===== config.mk =====
export PLATFORM = sky130hd
export DESIGN_NAME = addsub_rr_scheduler_flat
export DESIGN_NICKNAME = d
export VERILOG_FILES = /design/src/rtl/addsub_rr_scheduler_if.sv /design/src/rtl/addsub_rr_scheduler.sv /design/src/flat_wrapper.sv
export SDC_FILE = /design/constraint.sdc
export NUM_CORES = 1
export LEC_CHECK = 0
export CAP_MARGIN = 20
export CORE_UTILIZATION = 60
export CTS_CLUSTER_DIAMETER = 80
export DETAILED_ROUTE_END_ITERATION = 7
export DONT_BUFFER_PORTS = 1
export PLACE_DENSITY = 0.8
export SKIP_CTS_REPAIR_TIMING = 1
export SYNTH_ARGS = -nofsm -noshare
export SYNTH_HDL_FRONTEND = slang
export SYNTH_SLANG_ARGS = --single-unit

===== constraint.sdc =====
create_clock -name clk -period 1.8 [get_ports clk]
set_input_delay 0.18 -clock clk [delete_from_list [all_inputs] [get_ports clk]]
set_output_delay 0.18 -clock clk [all_outputs]
set_load 0.02 [all_outputs]

===== src/rtl/addsub_rr_scheduler_if.sv =====
// Request/response bundle for addsub_rr_scheduler. The rsp_ovf field exists only
// when ADDSUB_SCHED_OVF_EN is defined.
interface addsub_rr_scheduler_if #(
  parameter int NUM_REQ = 2,
  parameter int ID_W    = 1
);
  logic [NUM_REQ-1:0]   req_valid;
  logic [NUM_REQ-1:0]   req_ready;
  logic [4*NUM_REQ-1:0] req_a;
  logic [4*NUM_REQ-1:0] req_b;
  logic [NUM_REQ-1:0]   req_op;
  logic                 rsp_valid;
  logic                 rsp_ready;
  logic [3:0]           rsp_data;
  logic                 rsp_cout;
  logic [ID_W-1:0]      rsp_id;
  logic                 busy;
`ifdef ADDSUB_SCHED_OVF_EN
  logic                 rsp_ovf;

  // Requesters and the response consumer drive the master side.
  modport master (
    output req_valid, req_a, req_b, req_op, rsp_ready,
    input  req_ready, rsp_valid, rsp_data, rsp_cout, rsp_id, busy, rsp_ovf
  );

  modport slave (
    input  req_valid, req_a, req_b, req_op, rsp_ready,
    output req_ready, rsp_valid, rsp_data, rsp_cout, rsp_id, busy, rsp_ovf
  );
`else
  // Requesters and the response consumer drive the master side.
  modport master (
    output req_valid, req_a, req_b, req_op, rsp_ready,
    input  req_ready, rsp_valid, rsp_data, rsp_cout, rsp_id, busy
  );

  modport slave (
    input  req_valid, req_a, req_b, req_op, rsp_ready,
    output req_ready, rsp_valid, rsp_data, rsp_cout, rsp_id, busy
  );
`endif
endinterface


===== src/rtl/addsub_rr_scheduler.sv =====
// Round-robin scheduler sharing one 4-bit adder/subtractor among NUM_REQ requesters.
// Optional macro ADDSUB_SCHED_OVF_EN adds a registered signed-overflow flag (rsp_ovf).
module addsub_rr_scheduler #(
  parameter int NUM_REQ = 2,
  parameter int ID_W    = 1
) (
  input  logic                  clk,
  input  logic                  rst,
  addsub_rr_scheduler_if.slave  bus
);

  localparam logic [1:0] ST_IDLE = 2'd0;
  localparam logic [1:0] ST_EXEC = 2'd1;
  localparam logic [1:0] ST_RESP = 2'd2;

  logic [1:0]      r_state;
  logic [ID_W-1:0] r_ptr;
  logic [3:0]      r_a;
  logic [3:0]      r_b;
  logic            r_op;
  logic [ID_W-1:0] r_id;
  logic            r_rsp_valid;
  logic [3:0]      r_rsp_data;
  logic            r_rsp_cout;
  logic [ID_W-1:0] r_rsp_id;

  logic [3:0]      w_a_sl [NUM_REQ];
  logic [3:0]      w_b_sl [NUM_REQ];
  logic            w_grant_found;
  logic [ID_W-1:0] w_grant_id;
  logic            w_grant_en;
  logic [NUM_REQ-1:0] w_req_ready;
  logic [3:0]      w_b_eff;
  logic [4:0]      w_sum;
  logic [ID_W-1:0] w_ptr_next;

  genvar gi;
  generate
    for (gi = 0; gi < NUM_REQ; gi++) begin : g_req
      assign w_a_sl[gi]      = bus.req_a[4*gi +: 4];
      assign w_b_sl[gi]      = bus.req_b[4*gi +: 4];
      assign w_req_ready[gi] = w_grant_en && (w_grant_id == ID_W'(gi));
    end
  endgenerate

  // Circular search from r_ptr: walk offsets high to low so the smallest offset wins.
  always_comb begin
    int cand_i;
    cand_i        = 0;
    w_grant_found = 1'b0;
    w_grant_id    = '0;
    for (int k = NUM_REQ - 1; k >= 0; k--) begin
      cand_i = int'(r_ptr) + k;
      if (cand_i >= NUM_REQ) begin
        cand_i = cand_i - NUM_REQ;
      end
      if (bus.req_valid[ID_W'(cand_i)]) begin
        w_grant_found = 1'b1;
        w_grant_id    = ID_W'(cand_i);
      end
    end
  end

  assign w_grant_en = (r_state == ST_IDLE) && !rst && w_grant_found;

  // Subtract is A + ~B + 1, so the carry out reads as "no borrow".
  assign w_b_eff = r_b ^ {4{r_op}};
  assign w_sum   = {1'b0, r_a} + {1'b0, w_b_eff} + {4'b0000, r_op};

  assign w_ptr_next = (r_id == ID_W'(NUM_REQ - 1)) ? '0 : r_id + 1'b1;

  always_ff @(posedge clk) begin
    if (rst) begin
      r_state     <= ST_IDLE;
      r_ptr       <= '0;
      r_a         <= '0;
      r_b         <= '0;
      r_op        <= 1'b0;
      r_id        <= '0;
      r_rsp_valid <= 1'b0;
      r_rsp_data  <= '0;
      r_rsp_cout  <= 1'b0;
      r_rsp_id    <= '0;
    end else begin
      case (r_state)
        ST_IDLE: begin
          if (w_grant_en) begin
            r_a     <= w_a_sl[w_grant_id];
            r_b     <= w_b_sl[w_grant_id];
            r_op    <= bus.req_op[w_grant_id];
            r_id    <= w_grant_id;
            r_state <= ST_EXEC;
          end
        end
        ST_EXEC: begin
          r_rsp_data  <= w_sum[3:0];
          r_rsp_cout  <= w_sum[4];
          r_rsp_id    <= r_id;
          r_rsp_valid <= 1'b1;
          r_state     <= ST_RESP;
        end
        ST_RESP: begin
          // Pointer moves only on a completed handshake so a stall never skips a turn.
          if (r_rsp_valid && bus.rsp_ready) begin
            r_rsp_valid <= 1'b0;
            r_ptr       <= w_ptr_next;
            r_state     <= ST_IDLE;
          end
        end
        default: begin
          r_state <= ST_IDLE;
        end
      endcase
    end
  end

`ifdef ADDSUB_SCHED_OVF_EN
  logic r_rsp_ovf;
  logic w_ovf;

  // Overflow of the effective operation: operands agree in sign after B is
  // conditionally inverted, yet the result sign differs from A.
  assign w_ovf = r_op ? ((r_a[3] != r_b[3]) && (w_sum[3] != r_a[3]))
                      : ((r_a[3] == r_b[3]) && (w_sum[3] != r_a[3]));

  always_ff @(posedge clk) begin
    if (rst) begin
      r_rsp_ovf <= 1'b0;
    end else if (r_state == ST_EXEC) begin
      r_rsp_ovf <= w_ovf;
    end
  end

  assign bus.rsp_ovf = r_rsp_ovf;
`endif

  assign bus.req_ready = w_req_ready;
  assign bus.rsp_valid = r_rsp_valid;
  assign bus.rsp_data  = r_rsp_data;
  assign bus.rsp_cout  = r_rsp_cout;
  assign bus.rsp_id    = r_rsp_id;
  assign bus.busy      = (r_state != ST_IDLE);

endmodule

===== src/flat_wrapper.sv =====
// flat-port wrapper written by rule: the top's interface ports become plain ports
module addsub_rr_scheduler_flat 
#(
  parameter int NUM_REQ = 2,
  parameter int ID_W    = 1
)
  (clk, rst, bus_req_valid, bus_req_a, bus_req_b, bus_req_op, bus_rsp_ready, bus_req_ready, bus_rsp_valid, bus_rsp_data, bus_rsp_cout, bus_rsp_id, bus_busy);
  addsub_rr_scheduler_if #(.NUM_REQ(NUM_REQ), .ID_W(ID_W)) bus_i ();
  input  logic clk;
  input  logic rst;
  input wire logic [$bits(bus_i.req_valid)-1:0] bus_req_valid;
  input wire logic [$bits(bus_i.req_a)-1:0] bus_req_a;
  input wire logic [$bits(bus_i.req_b)-1:0] bus_req_b;
  input wire logic [$bits(bus_i.req_op)-1:0] bus_req_op;
  input wire logic [$bits(bus_i.rsp_ready)-1:0] bus_rsp_ready;
  output wire logic [$bits(bus_i.req_ready)-1:0] bus_req_ready;
  output wire logic [$bits(bus_i.rsp_valid)-1:0] bus_rsp_valid;
  output wire logic [$bits(bus_i.rsp_data)-1:0] bus_rsp_data;
  output wire logic [$bits(bus_i.rsp_cout)-1:0] bus_rsp_cout;
  output wire logic [$bits(bus_i.rsp_id)-1:0] bus_rsp_id;
  output wire logic [$bits(bus_i.busy)-1:0] bus_busy;
  assign bus_i.req_valid = bus_req_valid;
  assign bus_i.req_a = bus_req_a;
  assign bus_i.req_b = bus_req_b;
  assign bus_i.req_op = bus_req_op;
  assign bus_i.rsp_ready = bus_rsp_ready;
  assign bus_req_ready = bus_i.req_ready;
  assign bus_rsp_valid = bus_i.rsp_valid;
  assign bus_rsp_data = bus_i.rsp_data;
  assign bus_rsp_cout = bus_i.rsp_cout;
  assign bus_rsp_id = bus_i.rsp_id;
  assign bus_busy = bus_i.busy;
  addsub_rr_scheduler #(.NUM_REQ(NUM_REQ), .ID_W(ID_W)) u_core (.clk(clk), .rst(rst), .bus(bus_i));
endmodule

==> results.toml, run 1 <==
[drt]
drtAntennaViolNets = 0
post-route-drc-count = 0
drt_iter0_drc = 8
first_pass_iters = 4
vias = 744
viasPerCell = 6.00
wl_per_cell_um = 13.4
wl_um = 1670

[clocking]
clkTransAtPathRegs_ps = 110
cts_buffer_depth = 2
clockRootBuffer = "clkbuf_4"
cts_buffers = 3
insertion_delay_ps = 290
htree_levels = 1
cts_tree = "done"
cts_num_sinks = 20

[timing]
finalSetupViolations = 0
slew_violations = 0
finClkSkew_ps = 1.10
rsz0062_at_grt = "no"
period_share_pct = 94.2
finalHoldViolations = 0
worst_slew_pin_slew_ps = 640
fin_hold_ws_ps = 12.9
maxSlewHeadroom_pct = 57.2
finalSetupTns_ps = 0
max_clock_freq_mhz = 589
fin_crit_ps = 1700

[cells_and_area]
drive_above_1_share_pct = 12.0
finalNetCount = 136
diodes = 0
fin_area_mm2 = 0.00106
fin_cells = 124
multi_input_area_um2 = 562
register_area_um2 = 400
fillers = 121
syn_to_final_growth_pct = 5.75

[pwr]
leakagePower_uw = 0.000413
power_density_mw_per_mm2 = 910
peakVddDrop_mv = 0.542

[global_route]
globalRoute.totalOverflow = 0
antenna_found_initial = 0
grt_pass1_vias = 706
track_usage_pct = 21.5
grt_pass1_wl_um = 2940
grt_max_degree = 23

[setup_path]
critPathKind = "reg2reg"
worstPathArrival_ps = 1940
endpoint = "u_core.bus.rsp_data[3]$_SDFFE_PP0P_"
startpoint_type = "flop"
cp-end-kind = "flop"
required_ps = 2050
startpoint = "u_core.r_op$_SDFFE_PP0P_"
worst_r2r_path_depth = 5
critPathMaxFanout = 5
reg2reg_from = "u_core.r_op$_SDFFE_PP0P_"
reg2reg_to = "u_core.bus.rsp_data[3]$_SDFFE_PP0P_"
r2r_setup_slack_ps = 100

[floorplan]
ios = 33
die_h_um = 42.8
chipWidth_um = 42.8
core_area_mm2 = 0.00152
dieArea_mm2 = 0.00184
start_util_pct = 65.7
rows = 14

[logic_synthesis]
synth-simple-area-share_pct = 17.6
synth_compound_area_share_pct = 16.1
yosysTopAreaCell = "dfxtp_1"
muxShareOfSynthArea_pct = 11.5
synth_top_family_by_area = "simple AND/OR/NAND/NOR gates"
synth_top_area_share_pct = 40.0
synth-seq-area-share_pct = 40.0
syn-instance-count = 107
synth_cell_type_count = 31
syn-num-nets = 134
synth-seq-cells = 20
synth_area_per_cell_um2 = 9.35
syn_area_mm2 = 0.00100
synthXorXnorAreaFrac_pct = 4.38
yosysWarningCount = 0
synth-adder-area-share_pct = 5.75
synthTopCellsByArea = "dfxtp_1 (40%), mux2i_1 (10%), a211oi_1 (8.3%)"

[placed_design]
dpl-instance-area_mm2 = 0.00100
dp_cells = 119
hpwl_um = 1250
io_buffer_count = 0
gp_congestion = 0.719

[hold_path]
min_path_type = "in2reg"

[outcome]
outcome = "completed"

[run]
maxCapViolCount = 0
[critical path: stages, from the launching register on]
cell,delay (ps)
dfxtp_1,480
xor2_1,180
ha_1,290
and2_2,230
a2111oi_2,330
nand3b_1,140
[per-layer routing]
layer / vias to the layer above / share of wire, % / track usage, %
met5: - / 0 / 0
met2: 22 / 49 / 33.6
met1: 340 / 45 / 27.1
li1: 380 / - / -
met3: 2 / 4.9 / 5.11
met4: 0 / 0.54 / 11.9
[layout make-up]
cell class,count,area share [%]
sequential,20,37.8
timing repair buffer,4,3.07
clock buffer,4,3.43
inverter,2,0.709
multi-input combinational,78,53.1
tap,16,1.89
[cells by family (layout without fill, tap and decap cells)]
logic type / count (synthesis) / count (layout)
buf+inv: 9 / 10
fa+ha+maj: 4 / 4
simple gates: 35 / 35
mux: 11 / 11
xor+xnor: 5 / 5
compound gates: 23 / 23
flops: 20 / 20
[state kept, by name (all words and copies together), names as in the netlist]
signal,count
u_core.bus.rsp_cout,1
u_core.bus.rsp_data,4
u_core.bus.rsp_id,1
u_core.bus.rsp_valid,1
u_core.r_a,4
u_core.r_b,4
u_core.r_id,1
u_core.r_op,1
u_core.r_ptr,1
u_core.r_state,2
[stage by stage]
stage	setup WS, ps	util [%]	total power [uW]
after floorplan	207	-	682
after global placement	126	65.9	702
after detailed placement	82.2	65.9	709
after CTS	57.2	68.3	967
after global routing	17.0	69.5	1030
final	104	69.5	963
[cells in the mapped netlist (all sizes together)]
cell type	n
a2111oi	1
a211oi	11
a21o	2
a21oi	7
a32oi	1
and2	1
and3	1
buf	6
clkbuf	1
dfxtp	20
fa	1
ha	3
inv	2
mux2	1
mux2i	10
nand2	7
nand2b	2
nand3	1
nand3b	2
nand4b	1
nor2	15
nor2b	1
nor3	1
nor3b	1
nor4b	1
o21ai	1
or2	1
xnor2	2
xor2	3
[worst min-delay path by stage]
stage                     depth (start not counted)                             endpoint             start  slack [ps]
final                                             2       u_core.r_state[0]$_SDFFE_PP0P_  bus_req_valid[0]          10
after global routing                              2       u_core.r_state[0]$_SDFFE_PP0P_  bus_req_valid[0]           5
after CTS                                         1  u_core.bus.rsp_data[1]$_SDFFE_PP0P_               rst         -80
after detailed placement                          1       u_core.r_state[1]$_SDFFE_PP0P_               rst         250
after global placement                            1       u_core.bus.rsp_id$_SDFFE_PP0P_               rst         250
after floorplan                                   2       u_core.r_state[0]$_SDFFE_PP0P_  bus_req_valid[0]         320
[power by group]
group / total, uW / internal, uW / switching [uW]
Sequential: 524 / 477 / 46.9
Clock: 256 / 123 / 133
Combinational: 183 / 86.0 / 96.6
[layout by cell type, fill, tap and decap left out, drive strengths merged]
cell,Yosys,routed
a21o,2,2
buf,6,3
o21ai,1,1
or2,1,1
nand3,1,1
nor3b,1,1
inv,2,2
a21oi,7,7
mux2,1,1
nand2b,2,2
nand2,7,7
and3,1,1
a32oi,1,1
ha,3,3
a211oi,11,11
nand4b,1,1
dlygate4sd3,0,1
nor2,15,15
nand3b,2,2
nor2b,1,1
xnor2,2,2
mux2i,10,10
xor2,3,3
dfxtp,20,20
a2111oi,1,1
nor4b,1,1
clkbuf,1,4
fa,1,1
and2,1,1
nor3,1,1
No activity file was read; power rests on OpenSTA's default activity.
==> inputs of run 2 (changes only) <==
--- a/config.mk
+++ b/config.mk
@@ -10,7 +10,9 @@
 export CTS_CLUSTER_DIAMETER = 80
 export DETAILED_ROUTE_END_ITERATION = 7
 export DONT_BUFFER_PORTS = 1
+export GPL_TIMING_DRIVEN = 0
 export PLACE_DENSITY = 0.8
+export REMOVE_ABC_BUFFERS = 1
 export SKIP_CTS_REPAIR_TIMING = 1
 export SYNTH_ARGS = -nofsm -noshare
 export SYNTH_HDL_FRONTEND = slang
==> run 2 against run 1 <==
Net effect:
- critical path depth down 2
- via count down 0.81%
- final area down 2.1%
- highest routed layer unchanged
==> results.toml, run 2 (synthesized netlist as in run 1, its figures left out) <==
[timing]
finalHoldViolations = 0
worst_slew_pin_slew_ps = 663
finClkSkew_ps = 2.82
period_share_pct = 92.9
fin_crit_ps = 1670
finalSetupTns_ps = 0
max_clock_freq_mhz = 598
finalSetupViolations = 0
slew_violations = 0
maxSlewHeadroom_pct = 55.6
rsz0062_at_grt = "no"

[setup_path]
critPathMaxFanout = 19
startpoint_type = "flop"
cp-end-kind = "output port"
reg2reg_from = "u_core.r_op$_SDFFE_PP0P_"
required_ps = 1620
worstPathArrival_ps = 1490
critPathKind = "reg2out"
startpoint = "u_core.r_state[0]$_SDFFE_PP0P_"

[floorplan]
chipWidth_um = 42.8
ios = 33
die_h_um = 42.8
core_area_mm2 = 0.00152
dieArea_mm2 = 0.00184
rows = 14
start_util_pct = 65.7

[clocking]
insertion_delay_ps = 300
htree_levels = 1
cts_tree = "done"
cts_num_sinks = 20
clockRootBuffer = "clkbuf_4"
cts_buffers = 3
cts_buffer_depth = 2
clkTransAtPathRegs_ps = 110

[global_route]
grt_pass1_vias = 718
globalRoute.totalOverflow = 0
track_usage_pct = 21.7
grt_max_degree = 23
grt_pass1_wl_um = 3000
antenna_found_initial = 0

[drt]
wl_um = 1910
first_pass_iters = 4
vias = 738
viasPerCell = 6.10
drt_iter0_drc = 17
drtAntennaViolNets = 0
wl_per_cell_um = 15.8
post-route-drc-count = 0

[placed_design]
gp_congestion = 0.716
io_buffer_count = 0
hpwl_um = 1340

[cells_and_area]
finalNetCount = 134
drive_above_1_share_pct = 11.4
diodes = 0
register_area_um2 = 403
multi_input_area_um2 = 562
fillers = 126
mostFrequentLayoutCell = "dfxtp_1"
syn_to_final_growth_pct = 3.50
final_cell_mix = "dfxtp_1 (18), nor2_1 (15), a211oi_1 (11)"

[pwr]
clockPowerShare_pct = 22.8
swShare_pct = 30.3
combPwrFrac_pct = 19.9
p_switching_uw = 278
power_density_mw_per_mm2 = 886
p_seq_share_pct = 57.3
p_total_uw = 918
internal_power_uw = 639
leakagePower_uw = 0.000397
peakVddDrop_mv = 0.490

[outcome]
outcome = "completed"

[run]
maxCapViolCount = 0

[hold_path]
min_path_type = "in2reg"
hold_path_startpoint = "bus_req_valid[0]"
-- run 2: final timing paths --
| kind | endpoint | slack (ps) | cells past startpoint |
|---|---|---|---|
| setup / recovery | bus_req_ready[1] | 130 | 3 |
| hold / removal | u_core.r_state[0]$_SDFFE_PP0P_ | 3 | 2 |
| setup reg to reg | u_core.bus.rsp_data[3]$_SDFFE_PP0P_ | 130 | 5 |
| hold reg to reg | u_core.bus.rsp_id$_SDFFE_PP0P_ | 480 | 2 |
-- run 2: power groups by stage --
stage | combinational (uW) | sequential, uW | clock [uW]
floorplan | 144 | 526 | 0
global placement | 162 | 532 | 0
detailed placement | 169 | 535 | 0
CTS | 170 | 524 | 211
global route | 206 | 532 | 225
finish | 183 | 526 | 209
-- run 2: metrics by stage --
step / area (um2) / hold WS, ps / instances / setup slack [ps] / utilization (%)
2_1_floorplan: 962 / 249 / 100 / 204 / -
3_3_place_gp: 982 / 252 / 116 / -42.1 / 64.4
3_5_place_dp: 982 / 254 / 116 / -55.6 / 64.4
4_1_cts: 1000 / -67.9 / 119 / -384 / 65.9
5_1_grt: 1040 / 6.02 / 121 / 22.2 / 68.0
6_report: 1040 / 3.11 / 121 / 127 / 68.0
-- run 2: layout make-up --
cell class                      instances  area share, %
Tap cell                               16           1.93
Multi-Input combinational cell         78           54.2
Inverter                                2          0.725
Sequential cell                        20           38.9
Timing Repair Buffer                    2           2.05
Clock buffer                            3           2.17
-- run 2: routing by layer --
layer | wire length [um] | global-route usage [%] | up-vias
li1 | - | - | 373
met3 | 89 | 2.98 | 5
met4 | 38 | 11.3 | 0
met5 | 0 | 0 | -
met1 | 817 | 25.4 | 338
met2 | 961 | 37.9 | 22
-- run 2: worst max-delay path, cell delays in order, from the launching register on --
cell and delay, ps:
dfxtp_1 380, nor3b_2 300, buf_6 220, and3_1 290
